<file path="src/rtl/mem_arbiter_pkg.sv">
// Shared definitions for the memory arbiter: state encodings, default
// widths, memory depth and fixed requester slots.
package mem_arbiter_pkg;

    typedef enum logic {
        ST_IDLE  = 1'b0,
        ST_GRANT = 1'b1
    } arb_state_t;

    localparam int DEF_NUM_REQ    = 4;
    localparam int DEF_ADDR_WIDTH = 16;
    localparam int DEF_DATA_WIDTH = 16;
    localparam int DEF_MAX_BURST  = 8;
    localparam int DEF_MEM_DEPTH  = 1024;

    // Burst counter width; holds MAX_BURST-1 for MAX_BURST up to 255.
    localparam int BURST_CW = 8;

    localparam int REQ_REWARD  = 0;
    localparam int REQ_QUPDATE = 1;
    localparam int REQ_ACTION  = 2;
    localparam int REQ_NBR     = 3;

    // Pointer to the requester after g, wrapping modulo n.
    function automatic int rr_next(input int g, input int n);
        return (g + 1 >= n) ? 0 : g + 1;
    endfunction

endpackage

</file>
<file path="src/rtl/mem_arbiter_rr_pick.sv">
// rr_pick: combinational round-robin priority encoder.
// Ports: i_req (request vector), i_ptr (start index), o_gnt (one-hot
// winner), o_idx (winner index), o_valid (any request present).
module rr_pick
    import mem_arbiter_pkg::*;
#(
    parameter int N  = DEF_NUM_REQ,
    parameter int IW = 2
) (
    input  logic [N-1:0]  i_req,
    input  logic [IW-1:0] i_ptr,
    output logic [N-1:0]  o_gnt,
    output logic [IW-1:0] o_idx,
    output logic          o_valid
);

    logic [IW-1:0] w_c;

    // Scan from i_ptr upward, wrapping; first request found wins.
    always_comb begin
        o_gnt   = '0;
        o_idx   = '0;
        o_valid = 1'b0;
        w_c     = '0;
        for (int k = 0; k < N; k++) begin
            w_c = IW'((int'(i_ptr) + k) % N);
            if (!o_valid && i_req[w_c]) begin
                o_valid    = 1'b1;
                o_gnt[w_c] = 1'b1;
                o_idx      = w_c;
            end
        end
    end

endmodule

</file>
<file path="src/rtl/mem_arbiter.sv">
// mem_arbiter: round-robin, burst-limited arbiter sharing one single-port
// memory between NUM_REQ requesters, with one-cycle read latency.
// Ports: clock/reset (sync, active-high); req/req_we/req_addr/req_wdata
// (packed per requester); gnt (registered one-hot), rvalid, rdata, busy;
// mem_addr/mem_wr_en/mem_data_in/mem_data_out to the memory; err.
// Optional: define MEM_ARB_ADDR_CHECK_EN to suppress accesses at or above
// MEM_DEPTH and pulse err; otherwise err is tied low.
module mem_arbiter
    import mem_arbiter_pkg::*;
#(
    parameter int NUM_REQ    = DEF_NUM_REQ,
    parameter int ADDR_WIDTH = DEF_ADDR_WIDTH,
    parameter int DATA_WIDTH = DEF_DATA_WIDTH,
    parameter int MAX_BURST  = DEF_MAX_BURST,
    parameter int MEM_DEPTH  = DEF_MEM_DEPTH
) (
    input  logic                          clock,
    input  logic                          reset,
    input  logic [NUM_REQ-1:0]            req,
    input  logic [NUM_REQ-1:0]            req_we,
    input  logic [NUM_REQ*ADDR_WIDTH-1:0] req_addr,
    input  logic [NUM_REQ*DATA_WIDTH-1:0] req_wdata,
    output logic [NUM_REQ-1:0]            gnt,
    output logic [NUM_REQ-1:0]            rvalid,
    output logic [DATA_WIDTH-1:0]         rdata,
    output logic                          busy,
    output logic [ADDR_WIDTH-1:0]         mem_addr,
    output logic                          mem_wr_en,
    output logic [DATA_WIDTH-1:0]         mem_data_in,
    input  logic [DATA_WIDTH-1:0]         mem_data_out,
    output logic                          err
);

    localparam int IW = (NUM_REQ > 1) ? $clog2(NUM_REQ) : 1;
    localparam logic [BURST_CW-1:0] LAST_BEAT = BURST_CW'(MAX_BURST - 1);

    arb_state_t            r_state;
    logic [NUM_REQ-1:0]    r_gnt;
    logic [NUM_REQ-1:0]    r_rvalid;
    logic [IW-1:0]         r_gidx;
    logic [IW-1:0]         r_rr_ptr;
    logic [BURST_CW-1:0]   r_burst_cnt;
    logic                  r_rd_zero;
    logic                  r_err;

    logic [NUM_REQ-1:0]    w_pick_gnt;
    logic [IW-1:0]         w_pick_idx;
    logic                  w_pick_valid;
    logic                  w_active;
    logic                  w_access;
    logic                  w_we;
    logic                  w_last;
    logic                  w_oob;
    logic [ADDR_WIDTH-1:0] w_sel_addr;
    logic [DATA_WIDTH-1:0] w_sel_wdata;
    logic [IW-1:0]         w_next_ptr;

    logic [ADDR_WIDTH-1:0] w_addr_arr  [NUM_REQ];
    logic [DATA_WIDTH-1:0] w_wdata_arr [NUM_REQ];

    for (genvar gi = 0; gi < NUM_REQ; gi++) begin : g_unpack
        assign w_addr_arr[gi]  = req_addr[gi*ADDR_WIDTH +: ADDR_WIDTH];
        assign w_wdata_arr[gi] = req_wdata[gi*DATA_WIDTH +: DATA_WIDTH];
    end

    rr_pick #(
        .N  (NUM_REQ),
        .IW (IW)
    ) u_pick (
        .i_req   (req),
        .i_ptr   (r_rr_ptr),
        .o_gnt   (w_pick_gnt),
        .o_idx   (w_pick_idx),
        .o_valid (w_pick_valid)
    );

    assign w_active    = |r_gnt;
    assign w_access    = w_active & req[r_gidx];
    assign w_we        = req_we[r_gidx];
    assign w_sel_addr  = w_addr_arr[r_gidx];
    assign w_sel_wdata = w_wdata_arr[r_gidx];
    assign w_last      = (r_burst_cnt == LAST_BEAT);
    assign w_next_ptr  = IW'(rr_next(int'(r_gidx), NUM_REQ));

`ifdef MEM_ARB_ADDR_CHECK_EN
    assign w_oob = w_active &
                   ({1'b0, w_sel_addr} >= (ADDR_WIDTH+1)'(MEM_DEPTH));
`else
    assign w_oob = 1'b0;
`endif

    // Memory bus is driven only while a grant is held; zero otherwise.
    assign mem_addr    = w_active ? w_sel_addr  : '0;
    assign mem_data_in = w_active ? w_sel_wdata : '0;
    assign mem_wr_en   = w_access & w_we & ~w_oob;

    assign gnt    = r_gnt;
    assign busy   = w_active;
    assign rvalid = r_rvalid;
    assign err    = r_err;
    // Suppressed out-of-range reads return zero.
    assign rdata  = (|r_rvalid && !r_rd_zero) ? mem_data_out : '0;

    always_ff @(posedge clock) begin
        if (reset) begin
            r_state     <= ST_IDLE;
            r_gnt       <= '0;
            r_gidx      <= '0;
            r_rr_ptr    <= '0;
            r_burst_cnt <= '0;
            r_rvalid    <= '0;
            r_rd_zero   <= 1'b0;
            r_err       <= 1'b0;
        end else begin
            r_rvalid  <= '0;
            r_rd_zero <= 1'b0;
            r_err     <= w_access & w_oob;
            if (w_access && !w_we) begin
                r_rvalid  <= r_gnt;
                r_rd_zero <= w_oob;
            end
            unique case (r_state)
                ST_IDLE: begin
                    if (w_pick_valid) begin
                        r_gnt       <= w_pick_gnt;
                        r_gidx      <= w_pick_idx;
                        r_burst_cnt <= '0;
                        r_state     <= ST_GRANT;
                    end
                end
                ST_GRANT: begin
                    // Release on a dropped request or the last beat.
                    if (!w_access || w_last) begin
                        r_gnt    <= '0;
                        r_rr_ptr <= w_next_ptr;
                        r_state  <= ST_IDLE;
                    end else begin
                        r_burst_cnt <= r_burst_cnt + 1'b1;
                    end
                end
                default: r_state <= ST_IDLE;
            endcase
        end
    end

endmodule
</file>
<file path="config.mk">
export PLATFORM = sky130hd
export DESIGN_NAME = mem_arbiter
export DESIGN_NICKNAME = d
export VERILOG_FILES = /design/src/rtl/mem_arbiter_pkg.sv /design/src/rtl/mem_arbiter_rr_pick.sv /design/src/rtl/mem_arbiter.sv
export SDC_FILE = /design/constraint.sdc
export NUM_CORES = 1
export LEC_CHECK = 0
export BUFFER_PORTS_ARGS = -buffer_cell sky130_fd_sc_hd__buf_4
export CORE_ASPECT_RATIO = 0.6
export CORE_MARGIN = 3
export CORE_UTILIZATION = 35
export CTS_CLUSTER_DIAMETER = 50
export DETAILED_ROUTE_END_ITERATION = 10
export PLACE_DENSITY = 0.78
export SLEW_MARGIN = 20
export SYNTH_ARGS = -nofsm -noshare
export SYNTH_HDL_FRONTEND = slang
export SYNTH_SLANG_ARGS = --single-unit
</file>
<file path="constraint.sdc">
create_clock -name clock -period 2.36 [get_ports clock]
set_clock_uncertainty 0.15 [all_clocks]
set_input_delay 0.472 -clock clock [delete_from_list [all_inputs] [get_ports clock]]
set_output_delay 0.472 -clock clock [all_outputs]
set_load 0.02 [all_outputs]
</file>
# Word level (Yosys, flattened, before mapping)
# Cells that the tools add are included.
[op_classes]
eq_ne = 4
n_mux = 51
reduce_logical = 21
addsub = 5
order_cmp = 11
n_bitwise = 8
[op_table]
columns = ["operator", "count"]
rows = [
  ["2-to-1 mux 16 bit", 7],
  ["binary-select mux 16 bit (select 2 bit)", 2],
  ["2-to-1 mux 4 bit", 6],
  ["2-to-1 mux 1 bit", 16],
  ["2-to-1 mux 8 bit", 2],
  ["case mux 8 bit (2 select lines)", 1],
  ["< comparator 2 x 3 -> 1 bit (second input constant)", 5],
  ["binary-select mux 1 bit (select 2 bit)", 6],
  ["bitwise OR 4 bit", 3],
  ["2-to-1 mux 2 bit", 5],
  ["adder 8 x 1 -> 8 bit (second input constant)", 1],
  ["demux 1 bit (select 2 bit)", 4],
  ["equality test 8 x 3 -> 1 bit (second input constant)", 1],
  ["greater-or-equal comparator 2 x 1 -> 1 bit (second input constant)", 4],
  ["logical AND 1 bit", 8],
  ["case mux 4 bit (2 select lines)", 1],
  ["AND reduction 2 bit", 4],
  ["OR reduction 4 bit", 2],
  ["greater-or-equal comparator 3 bit (second input constant)", 2],
  ["zero test 1 bit", 5],
  ["adder 2 bit (second input constant)", 2],
  ["inequality test 2 x 1 -> 1 bit (second input constant)", 2],
  ["adder 2 x 1 -> 3 bit (second input constant)", 1],
  ["NOT 2 -> 3 bit", 1],
  ["other kinds (7)", 9],
]
[totals]
wordCells = 106
in_bits = 154
register_bits = 21
out_inout_bits = 59

# Logic depth before layout (Yosys ltp)
[depth]
word_depth = 14
depth_mapped = 9
ltp_nobuf = 7

# Modules after synthesis
# From an unflattened synthesis, not the netlist that was laid out.
[unflattened]
cells_unflattened = 252
hier_area_um2 = 2555.0
[by_module_without_submodules]
columns = ["module", "cells_each", "n_inst", "area_each_um2", "seq_area_each_um2"]
rows = [
  ["mem_arbiter", 207, 1, 2135.8, 420.4],
  ["rr_pick", 45, 1, 419.2, 0.0],
]

# Worst setup path after synthesis
# No wires, ideal clock.
[synth_path]
kind = "reg-to-reg"
from = "register r_rr_ptr[0]"
to = "register r_burst_cnt[7]"
required_ns = 2.119
path_buffers = 2
setup_ns = 0.091
arrival_time_ns = 2.301
synth_period_minus_slack_ns = 2.542
path_stages_with_launch = 10
slack_ns = -0.182
path_cell_list = "dfxtp_1 -> buf_6 -> inv_1 -> ha_1 -> mux4_2 -> nor4_2 -> nor2_1 -> or2_0 -> buf_2 -> a311oi_1"
[synth_between]
elab_chain_cells = 14
word_cells_on_any_way = 23
cone_classes = "add/sub: 3; eq/ne: 1; mux: 12; reduce/logical: 7"
[synth_lines]
columns = ["item", "line_no", "source"]
rows = [
  ["start, declared", "mem_arbiter.sv:41", "logic [IW-1:0] r_rr_ptr;"],
  ["start signal, assigned", "mem_arbiter.sv:135", "r_rr_ptr <= w_next_ptr;"],
  ["branches (longest 11 deep; another with adder 2 x 1 -> 2 bit)", "-", ""],
  ["2-to-1 mux 1 bit *", "mem_arbiter_rr_pick.sv:27", "if (!o_valid && i_req[w_c]) begin"],
  ["inequality test 2 x 1 -> 1 bit (no line) *", "-", ""],
  ["AND reduction 2 bit (no line) *", "-", ""],
  ["end signal, assigned", "mem_arbiter.sv:138", "r_burst_cnt <= r_burst_cnt + 1'b1;"],
  ["end, declared", "mem_arbiter.sv:42", "logic [BURST_CW-1:0] r_burst_cnt;"],
]
# Every way passes the cells marked *. The select of a mux whose other input is x is not followed.
# A chain may end at the register's enable or synchronous reset.

# Worst setup path in the final report
[layout_path]
from = "register r_gidx[0]"
to = "output mem_addr[15]"
[layout_between]
elab_chain_cells = 5
[layout_lines]
columns = ["item", "line_no", "source"]
rows = [
  ["start, declared", "mem_arbiter.sv:40", "logic [IW-1:0] r_gidx;"],
  ["start signal, assigned", "mem_arbiter.sv:126", "r_gidx <= w_pick_idx;"],
  ["NOT 2 -> 3 bit (not written as such)", "mem_arbiter.sv:80", "assign w_sel_addr = w_addr_arr[r_gidx];"],
  ["binary-select mux 16 bit (select 2 bit)", "mem_arbiter.sv:80", ""],
  ["2-to-1 mux 16 bit (not written as such) (2 in series)", "mem_arbiter.sv:80", ""],
  ["2-to-1 mux 16 bit", "mem_arbiter.sv:93", "assign mem_addr = w_active ? w_sel_addr : '0;"],
  ["end, declared", "mem_arbiter.sv:27", "output logic [ADDR_WIDTH-1:0] mem_addr,"],
]
# No other way between the ends. The select of a mux whose other input is x is not followed.

==> metrics.cfg <==
[global_route]
grt_pass1_vias=2788
grt_usage=0.235
gr-total-overflow=0
grt_max_degree=34
grt_pass1_wl_um=15000
antenna_found_initial=0

[cells_and_area]
n_antenna_cell=0
multiInputGateArea_um2=2050
nNetsFinal=622
fill_cells=498
synthToLayoutAreaGrowth_pct=86.4
ff_latch_area_um2=433
drive_above_1_share=0.666
finish.utilization=0.708

[sta]
drv_slew=0
min_period_ns=2.33
grt_setup_unrepaired=true
timing.final.crit_share=0.987
final_hold_viol_count=0
setup_tns_ns=0
fmax_mhz=429
setup_viol=0
setup_ws_ns=0.0295

[setup_path]
worstReg2RegStart=r_rr_ptr[0]
end_kind=output port
ff2ff_setup_slack_ns=0.05
crit_type=reg2out
crit_slowest_cell=mux4_2
r2r_cells=7
rr_endpoint=r_burst_cnt[4]
cp.required_ns=1.74
worstPathMaxFanout=7
crit_path_start=r_gidx[0]
start_kind=flop
arrival_ns=1.71
slowest_delay_ns=0.55
path_cells=buf_12 -> mux4_2 -> nor2b_4 -> buf_6
path_buf_inv=2
cp_top_family=multiplexers

[placed_design]
dp_hpwl_um=8400
io_buffers=211
gp_congestion=0.956
dp_slack_ns=-0.00796

[floorplan]
die_area_um2=8030
chipWidth_um=114
start_util=0.380
pin_count=213
row_count=22
core_area_um2=6410
die_h_um=70.6

[cts]
cts_made_buffers=3
numClockSinks=21
cts_buffer_depth=2
htree_num_levels=1
cts.clk_slew.worst_paths_ns=0.06
cts_tree=done
cts-root-buf=clkbuf_16
clk_latency_ns=0.25

[power]
vdd_drop_max_mv=0.674
power.density_nw_per_um2=1130
power_leakage_nw=2.04

[synth]
yosys-mux-area-fraction=0.368
synth_xor_area_frac=0.0108
async_reset_ff_frac=0
syn_area_per_cell_um2=10.3
netlist_area_um2=2440
ys_types=42
synth_common_cells=55 x nor2b_1, 38 x mux4_2, 21 x dfxtp_1, 15 x nor2_1
synth_seq_area_share=0.173
synth-simple-area-share=0.255
synth_edf_count=0
synthTopCellsByArea=mux4_2 35%, dfxtp_1 17%, nor2b_1 14%, ha_1 4.6%, nor2_1 2.3%
synth_cells=237
ys.flop_type=dfxtp_1
synth_top_area_cell=mux4_2
synthAdderAreaFrac=0.0462
yosys_warnings=0
synth_top_area_frac=0.351
yosysMostFrequentCell=nor2b_1
syn_nets=400
ys_ff_latch=21
synth_top_family_by_area=multiplexers
synth_compound_area_frac=0.102

[route]
viasPerCell=5.35
drt-pass1-iter-count=4
drc=0
routed_wl_um=10400
drt_iter0_drc=225
detail-route-antenna-nets=0
routedWlPerCell_um=19.3
via_count=2900

[flow_run]
cap_violations=0

[hold_path]
hold_path.class=reg2reg
hold_depth=2
hold_start=r_burst_cnt[0]
worstHoldEndpoint=r_burst_cnt[0]

[status]
status=completed

## how the worst max path moves through the flow
stage	cells past startpoint	end	slack, ns
4_1_cts	4	mem_addr[0]	-0.002
3_3_place_gp	6	r_burst_cnt[4]	0.04
2_1_floorplan	9	r_burst_cnt[7]	0.03
6_report	4	mem_addr[15]	0.03
5_1_grt	7	gnt[0]	-0.04
3_5_place_dp	6	r_burst_cnt[7]	-0.008
## power breakdown
group / switching, W / leakage [nW] / internal (W) / total (W)
clock: 0.000126 / 0.0409 / 0.000227 / 0.000353
sequential: 0.000129 / 0.173 / 0.000439 / 0.000569
combinational: 0.00212 / 1.82 / 0.00208 / 0.00420
## state kept, by name, indices dropped and copies added, names as in the netlist
name	count
r_rr_ptr	2
rvalid	4
r_state	1
r_burst_cnt	8
gnt	4
r_gidx	2
## layout make-up
type | instances | share of cell area
clock buffer | 3 | 0.0165
clock inverter | 1 | 0.00110
inverter | 4 | 0.00441
multi-input combinational | 193 | 0.450
sequential | 21 | 0.0953
tap | 84 | 0.0231
timing repair buffer | 236 | 0.409
## per-layer routing
layer / share of wire / track usage / vias up / wire length, µm
li1: - / - / 1348 / -
met2: 0.53 / 0.423 / 134 / 5490
met1: 0.39 / 0.300 / 1404 / 4030
met4: 0.018 / 0.0560 / 0 / 186
met5: 0 / 0 / - / 0
met3: 0.071 / 0.0325 / 14 / 737
## logic make-up after synthesis
logic type,Yosys count
AO/OA/AOI/OAI,31
XOR/XNOR,3
adder cells (fa/ha/maj),9
buffers and inverters,23
flip-flops,21
multiplexers,42
other,1
AND/OR/NAND/NOR,107
## through the flow
stage	cell area, µm²	hold slack, ns	total power [W]	cells
after floorplan	2460	0.302	0.00281	237
after global placement	4230	0.320	0.00428	530
after detailed placement	4230	0.328	0.00434	530
after CTS	4350	0.344	0.00476	536
after global routing	4540	0.378	0.00542	542
final	4540	0.366	0.00512	542
## worst register-to-register path: cells and delay by family, from the launching register on
kind                       cells  cell delay [ns]
AOI/OAI and AO/OA              1             0.26
and+or+nand+nor                3             0.68
muxes                          1             0.42
adders and majority gates      1             0.29
buffers and inverters          1             0.05
DFF                            1             0.39
## layout by cell type, fill, tap and decap left out, types with 4 or more instances in the layout
cell,count
a221oi_1,4
and2_1,6
nand2_1,9
clkbuf_16,4
nor2_1,13
a311oi_2,4
nand3_1,4
nor2b_1,47
buf_4,228
dfxtp_1,17
ha_1,8
o2bb2ai_1,4
a21oi_1,5
a22o_1,4
mux4_2,38
nor2b_4,7
## timing repair
action | in CTS | in global routing
gates resized for setup | 3 | 30
pin swaps | 0 | 5
buffers inserted | 1 | 5
endpoints found under the setup margin | 27 | 21
hold buffers | 0 | 0
cloned | 1 | 1
(Power assumes the default switching activity.)
